### src/rtl/kiwi_bist_ctrl.sv
// Receiver self-test controller: drives a stimulus pattern into the ADC path, pulses the
// DSP reset, then grades each channel's FIFO fill count against a threshold within a timeout.
module kiwi_bist_ctrl #(
    parameter int ADC_WIDTH   = 16,
    parameter int CHANNELS    = 3,
    parameter int CNT_WIDTH   = 16,
    parameter int TIMER_WIDTH = 32,
    parameter int RST_CYCLES  = 16,
    parameter int SQ_HALF     = 8
) (
    input  logic                          aclk,
    input  logic                          areset,
    input  logic [1:0]                    cfg_mode,
    input  logic [ADC_WIDTH-1:0]          cfg_step,
    input  logic [TIMER_WIDTH-1:0]        cfg_timeout,
    input  logic [CNT_WIDTH-1:0]          cfg_threshold,
    input  logic                          start,
    input  logic [CHANNELS*CNT_WIDTH-1:0] fifo_count,
    output logic [ADC_WIDTH-1:0]          adc_dat,
    output logic                          adc_valid,
    output logic                          dsp_rst,
    output logic                          sts_busy,
    output logic                          sts_done,
    output logic [CHANNELS-1:0]           sts_pass,
    output logic                          sts_fail_any,
    output logic [2:0]                    dbg_state
);

    localparam int SQ_W  = $clog2(2 * SQ_HALF);
    localparam int RST_W = $clog2(RST_CYCLES + 1);

    typedef enum logic [2:0] {
        S_IDLE  = 3'd0,
        S_RST   = 3'd1,
        S_RUN   = 3'd2,
        S_CHECK = 3'd3,
        S_DONE  = 3'd4
    } state_t;

    state_t                 r_state;
    logic [1:0]             r_mode;
    logic [ADC_WIDTH-1:0]   r_step;
    logic [TIMER_WIDTH-1:0] r_timeout;
    logic [CNT_WIDTH-1:0]   r_thr;
    logic [CHANNELS-1:0]    r_hit;
    logic [TIMER_WIDTH-1:0] r_timer;
    logic [RST_W-1:0]       r_rst_cnt;
    logic [31:0]            r_lfsr;
    logic [SQ_W-1:0]        r_sq_cnt;
    logic [ADC_WIDTH-1:0]   r_dat;
    logic                   r_valid;
    logic                   r_dsp_rst;
    logic                   r_busy;
    logic                   r_done;
    logic [CHANNELS-1:0]    r_pass;
    logic                   r_fail_any;

    logic [CHANNELS-1:0]    w_cmp;
    logic [CHANNELS-1:0]    w_final;
    logic                   w_hit_all;
    logic                   w_tmo;
    logic [31:0]            w_lfsr_nxt;
    logic [SQ_W-1:0]        w_sq_nxt;
    logic [ADC_WIDTH-1:0]   w_first;
    logic [ADC_WIDTH-1:0]   w_next;

    always_comb begin
        w_cmp = '0;
        for (int i = 0; i < CHANNELS; i++) begin
            w_cmp[i] = fifo_count[i*CNT_WIDTH +: CNT_WIDTH] >= r_thr;
        end
    end

    // Exit decision uses this cycle's compare so a hit in RUN cycle k lands in CHECK at k+1.
    assign w_final    = r_hit | w_cmp;
    assign w_hit_all  = &w_final;
    assign w_tmo      = (r_timer == r_timeout - TIMER_WIDTH'(1));
    assign w_lfsr_nxt = {1'b0, r_lfsr[31:1]} ^ (r_lfsr[0] ? 32'hA300_0000 : 32'h0);
    assign w_sq_nxt   = (r_sq_cnt == SQ_W'(2 * SQ_HALF - 1)) ? '0 : r_sq_cnt + SQ_W'(1);

    always_comb begin
        w_first = '0;
        w_next  = '0;
        case (r_mode)
            2'd0: begin
                w_first = '0;
                w_next  = r_dat + r_step;
            end
            2'd1: begin
                w_first = ADC_WIDTH'(1);
                w_next  = w_lfsr_nxt[ADC_WIDTH-1:0];
            end
            2'd2: begin
                w_first = r_step;
                w_next  = r_step;
            end
            default: begin
                w_first = r_step;
                w_next  = (w_sq_nxt < SQ_W'(SQ_HALF)) ? r_step : '0;
            end
        endcase
    end

    always_ff @(posedge aclk) begin
        if (areset) begin
            r_state    <= S_IDLE;
            r_mode     <= '0;
            r_step     <= '0;
            r_timeout  <= TIMER_WIDTH'(1);
            r_thr      <= '0;
            r_hit      <= '0;
            r_timer    <= '0;
            r_rst_cnt  <= '0;
            r_lfsr     <= 32'h1;
            r_sq_cnt   <= '0;
            r_dat      <= '0;
            r_valid    <= 1'b0;
            r_dsp_rst  <= 1'b0;
            r_busy     <= 1'b0;
            r_done     <= 1'b0;
            r_pass     <= '0;
            r_fail_any <= 1'b0;
        end else begin
            case (r_state)
                S_IDLE, S_DONE: begin
                    if (start) begin
                        r_mode     <= cfg_mode;
                        r_step     <= cfg_step;
                        r_timeout  <= (cfg_timeout == '0) ? TIMER_WIDTH'(1) : cfg_timeout;
                        r_thr      <= cfg_threshold;
                        r_hit      <= '0;
                        r_done     <= 1'b0;
                        r_pass     <= '0;
                        r_fail_any <= 1'b0;
                        r_busy     <= 1'b1;
                        r_dsp_rst  <= 1'b1;
                        r_rst_cnt  <= '0;
                        r_state    <= S_RST;
                    end
                end
                S_RST: begin
                    if (r_rst_cnt == RST_W'(RST_CYCLES - 1)) begin
                        r_dsp_rst <= 1'b0;
                        r_valid   <= 1'b1;
                        r_timer   <= '0;
                        r_lfsr    <= 32'h1;
                        r_sq_cnt  <= '0;
                        r_dat     <= w_first;
                        r_state   <= S_RUN;
                    end else begin
                        r_rst_cnt <= r_rst_cnt + RST_W'(1);
                    end
                end
                S_RUN: begin
                    r_hit <= w_final;
                    if (w_hit_all || w_tmo) begin
                        r_valid <= 1'b0;
                        r_dat   <= '0;
                        r_state <= S_CHECK;
                    end else begin
                        r_timer  <= r_timer + TIMER_WIDTH'(1);
                        r_lfsr   <= w_lfsr_nxt;
                        r_sq_cnt <= w_sq_nxt;
                        r_dat    <= w_next;
                    end
                end
                S_CHECK: begin
                    r_pass     <= w_final;
                    r_fail_any <= ~&w_final;
                    r_busy     <= 1'b0;
                    r_done     <= 1'b1;
                    r_state    <= S_DONE;
                end
                default: r_state <= S_IDLE;
            endcase
        end
    end

    assign adc_dat      = r_dat;
    assign adc_valid    = r_valid;
    assign dsp_rst      = r_dsp_rst;
    assign sts_busy     = r_busy;
    assign sts_done     = r_done;
    assign sts_pass     = r_pass;
    assign sts_fail_any = r_fail_any;
    assign dbg_state    = r_state;

endmodule

### config.mk
export PLATFORM = sky130hd
export DESIGN_NAME = kiwi_bist_ctrl
export DESIGN_NICKNAME = d
export VERILOG_FILES = /design/src/rtl/kiwi_bist_ctrl.sv
export SDC_FILE = /design/constraint.sdc
export NUM_CORES = 1
export LEC_CHECK = 0
export ABC_AREA = 1
export BUFFER_PORTS_ARGS = -buffer_cell sky130_fd_sc_hd__buf_2
export CAP_MARGIN = 20
export CORE_MARGIN = 2
export CORE_UTILIZATION = 40
export DETAILED_ROUTE_END_ITERATION = 12
export GPL_TIMING_DRIVEN = 0
export PLACE_DENSITY = 0.68
export SETUP_SLACK_MARGIN = 0.02
export SLEW_MARGIN = 10
export SYNTH_ARGS = -nofsm -noshare
export SYNTH_HDL_FRONTEND = slang
export SYNTH_SLANG_ARGS = --single-unit
### constraint.sdc
create_clock -name aclk -period 3 [get_ports aclk]
set_clock_uncertainty 0.15 [all_clocks]
set_input_delay 0.15 -clock aclk [delete_from_list [all_inputs] [get_ports aclk]]
set_output_delay 0.15 -clock aclk [all_outputs]
set_load 0.01 [all_outputs]
==> flow_summary.json, run 1 <==
{
  "status": "complete, no violations",
  "grt_max_degree": 17,
  "yosys_warnings": 0,
  "ys_ff_latch": 169,
  "drc": 0,
  "synth_cell_types": 47,
  "grt_util_all_layers": 0.262,
  "p_per_area_mw_per_mm2": 420,
  "via_per_inst": 5.39,
  "first_global_vias": 11600,
  "layout-drive-gt1-share": 0.135,
  "synth_top_cell_area_share": 0.302,
  "cts_htree_levels": 4,
  "tightestPinTransition_ns": 1.14,
  "vias": 12300,
  "initial_core_util": 0.405,
  "yosysTopAreaCell": "dfxtp_1",
  "cp.required_ns": 3.14,
  "fp-row-count": 61,
  "cts_tree": "yes",
  "grt_pass1_wl_mm": 60.1,
  "final_antenna_net_count": 0,
  "fin_nets": 2072,
  "cts_buffers": 17,
  "die-area_sq_mm": 0.0293,
  "ioPinCount": 144,
  "leakage_uw": 0.00573,
  "antenna_found_initial": 2,
  "drtPass1Iterations": 7,
  "drt-initial-drc-count": 1188,
  "routabilityCongestion": 0.949,
  "finalCritPeriodShare": 0.953,
  "clk_pin_slew_ns": 0.07,
  "synthCells": 1655,
  "synth.cell_area_sq_mm": 0.0112,
  "hold_violations": 0,
  "fp.dieH_microns": 171,
  "setup_tns_ns": 0,
  "cp-start-kind": "flip-flop",
  "clk_latency_ns": 0.44,
  "slew_violations": 0,
  "synth_fp_nets": 1841,
  "maxCapViolCount": 0,
  "relSlewSlack": 0.233,
  "synthToLayoutAreaGrowth_pct": 23.4,
  "fmax_mhz": 350,
  "synth-seq-area-share": 0.302,
  "min_period_ns": 2.86,
  "hold_class": "input port to flip-flop",
  "cp_max_fo": 10,
  "dp_hpwl_mm": 29.3,
  "worstPathArrival_ns": 3.00,
  "die_w_microns": 171,
  "synth_edf_count": 0,
  "final_util": 0.500,
  "io_buffers": 142,
  "clock-root-buffer": "clkbuf_16",
  "routed_wl_mm": 38.2,
  "vdd_drop_max_mv": 0.397,
  "worstSetupPathType": "flip-flop to flip-flop",
  "async_reset_ff_frac": 0,
  "nFillCells": 2823,
  "synthTopCellsByArea": "dfxtp_1, nand2_1, ha_1",
  "hold_slack_ns": 0.106,
  "synthFlopType": "dfxtp_1",
  "setup_viol": 0,
  "cp-end-kind": "flip-flop",
  "avgSynthCellArea_sq_um": 6.76,
  "grt.overflow.total": 0,
  "wire_per_inst_microns": 16.8,
  "cts_buffer_depth": 2,
  "cts.sink_count": 169,
  "finalPower_uw": 5800,
  "core-area_sq_mm": 0.0276
}
critical path, cell delays in order, from the launching register on:
cell	delay (ns)
dfxtp_1	0.34
nor2_2	0.19
nand2_4	0.15
nor2_8	0.21
nand2_2	0.11
nor2_2	0.16
xor2_2	0.22
nand3b_1	0.13
nor2_1	0.21
nand3_4	0.15
nand3_4	0.20
nand2_8	0.11
clkbuf_4	0.24
nand2_1	0.07
a21oi_1	0.06
cells by family after synthesis:
logic type,share of synthesized area
and+or+nand+nor,0.322
AOI/OAI and AO/OA,0.163
buffers and inverters,0.0831
DFF,0.302
adders and majority gates,0.0778
xor gates and xnor gates,0.0517
path summary, 6_finish.rpt:
path	from	end	slack (ns)	depth (start not counted)
worst min-delay path	start	sts_busy$_SDFFE_PP0P_	0.11	5
worst max register to register	r_timeout[2]$_SDFFE_PP0P_	r_timer[3]$_SDFFE_PP0P_	0.14	14
worst min register to register	r_rst_cnt[4]$_SDFFE_PP0P_	r_rst_cnt[4]$_SDFFE_PP0P_	0.32	2
worst max-delay path	r_timeout[2]$_SDFFE_PP0P_	r_timer[3]$_SDFFE_PP0P_	0.14	14
flip-flops by register name, indices dropped and copies added, names as in the netlist:
signal	cells
r_lfsr	32
r_timeout	32
r_timer	32
adc_dat	16
r_step	16
r_thr	16
r_rst_cnt	5
r_sq_cnt	4
dbg_state	3
r_hit	3
sts_pass	3
r_mode	2
adc_valid	1
dsp_rst	1
sts_busy	1
sts_done	1
sts_fail_any	1
stage by stage:
| stage | cell area, sq um | cells | setup WS, ns |
|---|---|---|---|
| after floorplan | 11200 | 1655 | 0.621 |
| after CTS | 13600 | 2273 | 0.0410 |
| final | 13800 | 2277 | 0.142 |
| after global routing | 13800 | 2276 | -0.0317 |
| after detailed placement | 12400 | 2175 | -0.159 |
| after global placement | 12400 | 2175 | -0.185 |
final cells by class:
type / instances / area (sq um) / share of cell area
clock inverter: 13 / 113 / 0.00816
sequential: 169 / 3390 / 0.245
antenna: 1 / 2.50 / 0.000181
buffer: 74 / 339 / 0.0246
clock buffer: 18 / 439 / 0.0318
timing repair buffer: 212 / 1420 / 0.103
inverter: 163 / 612 / 0.0443
tap: 378 / 473 / 0.0343
multi-input combinational: 1249 / 7020 / 0.509
per-layer routing:
| layer | vias to the layer above | GRT usage | routed length, microns |
|---|---|---|---|
| met1 | 5688 | 0.320 | 16100 |
| met3 | 95 | 0.0419 | 2240 |
| met2 | 415 | 0.452 | 18400 |
| met5 | - | 0 | 13 |
| li1 | 6075 | - | - |
| met4 | 2 | 0.115 | 1420 |
Yosys cell counts (3+ instances only):
library cell	instances
nand3b_1	11
nor2_1	164
nor4_1	13
o21ba_2	7
nand2_1	331
nand3_2	11
clkbuf_1	58
o21ai_1	4
nand4_1	62
xor2_1	44
nor2_2	5
a221oi_1	6
or2_2	4
a21o_1	4
xnor2_1	22
nand2_2	5
o21bai_1	4
inv_1	161
buf_2	11
nor3b_1	3
a32o_1	4
o22ai_1	14
ha_1	68
o211ai_1	5
o21ai_0	93
dfxtp_1	169
a31oi_1	3
nand3_1	137
a21oi_1	160
nor3_1	37
a22o_1	10
nor2_4	3
repair_timing:
| action | CTS | global route |
|---|---|---|
| setup endpoints to repair | 37 | 87 |
| resized for setup | 6 | 39 |
| hold buffers | 66 | 0 |
| gates cloned | 0 | 1 |
| endpoints found under the hold margin | 66 | 0 |
| pin swaps | 2 | 11 |
| setup buffers | 1 | 2 |
layout by cell type (no fill, tap or decap), types with 5 or more instances in the layout:
master         count
nand2_1          327
dfxtp_1          167
inv_1            161
a21oi_1          159
nor2_1           158
buf_2            149
nand3_1          135
o21ai_0           93
ha_1              67
dlygate4sd3_1     66
nand4_1           62
clkbuf_1          55
xor2_1            43
nor3_1            33
xnor2_1           22
clkbuf_16         18
o22ai_1           14
nor4_1            13
nand3b_1          11
a22o_1            10
nand3_2           10
nor2_4             8
nand2_2            7
o21ba_2            7
nor2_2             6
a221oi_1           6
o211ai_1           5
where the power goes:
part	internal (uW)	leakage, uW	switching [uW]
registers	2320	0.00137	84.2
logic	459	0.00409	793
clock network	1110	0.000273	1040
No activity file was read; power rests on OpenSTA's default activity.
==> run 2: changes to the inputs <==
PLACE_DENSITY = 0.64   (was 0.68)
==> flow_summary.json, run 2 (synthesized netlist as in run 1, its figures left out) <==
{
  "status": "complete, no violations",
  "nFillCells": 2841,
  "grt_max_degree": 22,
  "cts_buffers": 17,
  "hold_class": "input port to flip-flop",
  "antenna_found_initial": 2,
  "final_antenna_net_count": 0,
  "finalCritPeriodShare": 0.949,
  "wire_per_inst_microns": 16.9,
  "fin_nets": 2069,
  "io_buffers": 142,
  "placed_cells": 2175,
  "slowest_stage": "nand2_1",
  "layout_commonest_cell": "nand2_1",
  "setup_viol": 0,
  "cp-end-kind": "flip-flop",
  "die_w_microns": 171,
  "final_area_sq_mm": 0.0138,
  "routabilityCongestion": 0.979,
  "cp-start-kind": "flip-flop",
  "placedInstanceArea_sq_mm": 0.0124,
  "routed_wl_mm": 38.4,
  "slew_violations": 0,
  "cp.required_ns": 3.19,
  "tightestPinTransition_ns": 1.06,
  "ioPinCount": 144,
  "cts_tree": "yes",
  "grt_pass1_wl_mm": 61.2,
  "cts_buffer_depth": 2,
  "most-common-layout-cells": "nand2_1, dfxtp_1, inv_1, a21oi_1, nor2_1",
  "dp_hpwl_mm": 29.8,
  "layout-drive-gt1-share": 0.132,
  "setup_tns_ns": 0,
  "relSlewSlack": 0.283,
  "slowest_delay_ns": 0.46,
  "grt_util_all_layers": 0.266,
  "cts.sink_count": 169,
  "hold_violations": 0,
  "clock-root-buffer": "clkbuf_16",
  "drc": 0,
  "initial_core_util": 0.405,
  "clk_latency_ns": 0.45,
  "leakage_uw": 0.00575,
  "path_cells": "ha_1 -> inv_1 -> nor3_1 -> ha_1 -> nand2_1 -> nand2_1 -> clkbuf_1 -> o21ai_0 -> o21ba_2",
  "first_global_vias": 11900,
  "clk_pin_slew_ns": 0.08,
  "maxCapViolCount": 0,
  "core-area_sq_mm": 0.0276,
  "drtPass1Iterations": 8,
  "worstPathArrival_ns": 3.04,
  "p_per_area_mw_per_mm2": 433,
  "vdd_drop_max_mv": 0.363,
  "via_per_inst": 5.36,
  "synthToLayoutAreaGrowth_pct": 23.7,
  "worstSetupPathType": "flip-flop to flip-flop",
  "die-area_sq_mm": 0.0293,
  "drt-initial-drc-count": 874,
  "rsz0062_at_grt": "true",
  "fp-row-count": 61,
  "grt.overflow.total": 0,
  "reg_top3": "r_lfsr (32), r_timeout (32), r_timer (32)",
  "fmax_mhz": 351,
  "cp_max_fo": 10,
  "min_period_ns": 2.85,
  "fin_cells": 2276,
  "vias": 12200,
  "cts_htree_levels": 4,
  "hold_slack_ns": 0.0744,
  "fp.dieH_microns": 171
}
[run 2: cell types whose count changed in the layout (fill, tap and decap cells not counted), moves of 3 or more]
cell	before	now
clkinv_8	0	9
inv_8	3	0
nand2_1	327	330
nand2_2	7	4
[run 2: critical path: cells and delay by family (launching register included)]
| family | cells | cell delay, ns |
|---|---|---|
| simple gates | 3 | 0.91 |
| buf+inv | 2 | 0.46 |
| compound gates | 2 | 0.43 |
| fa+ha+maj | 2 | 0.40 |
| flops | 1 | 0.38 |
[run 2: final timing paths]
| check | cells past startpoint | endpoint | start | slack (ns) |
|---|---|---|---|---|
| setup reg to reg | 9 | adc_dat[0]$_SDFFE_PP0P_ | r_rst_cnt[0]$_SDFFE_PP0P_ | 0.15 |
| hold / removal | 5 | sts_busy$_SDFFE_PP0P_ | start | 0.07 |
| hold reg to reg | 2 | r_timeout[31]$_SDFFE_PP0P_ | r_timeout[31]$_SDFFE_PP0P_ | 0.32 |
| setup / recovery | 9 | adc_dat[0]$_SDFFE_PP0P_ | r_rst_cnt[0]$_SDFFE_PP0P_ | 0.15 |
[run 2: metal layers]
metal	GRT usage	vias to the layer above	part of all wire
li1	-	6072	-
met4	0.112	0	0.037
met3	0.0426	82	0.052
met2	0.463	382	0.48
met1	0.324	5655	0.43
met5	0	-	0
[run 2: power by group]
part,internal [uW],switching [uW],total (uW)
combinational,454,784,1240
sequential,2320,88.6,2410
clock,1150,1190,2340
total,3930,2060,5990
[run 2: repair_timing]
action | CTS | global route
resized for setup | 7 | 39
hold buffers | 66 | 0
endpoints found under the hold margin | 66 | 0
pin swaps | 0 | 6
buffers inserted | 0 | 1
setup endpoints to repair | 36 | 86
[run 2: cell type report]
type | instances | area [sq um] | share of cell area
antenna | 2 | 5.00 | 0.000362
timing repair buffer | 209 | 1380 | 0.0997
tap | 378 | 473 | 0.0342
buffer | 74 | 347 | 0.0250
inverter | 163 | 614 | 0.0444
sequential | 169 | 3390 | 0.245
clock buffer | 17 | 425 | 0.0307
multi-input combinational | 1249 | 6990 | 0.505
clock inverter | 15 | 214 | 0.0155
[run 2: through the flow]
step	power [uW]	setup WS (ns)	utilization
2_1_floorplan	3200	0.621	-
3_3_place_gp	3550	-0.120	0.448
3_5_place_dp	3570	-0.135	0.448
4_1_cts	5980	-0.00374	0.496
5_1_grt	6300	-0.00443	0.501
6_report	5990	0.152	0.501
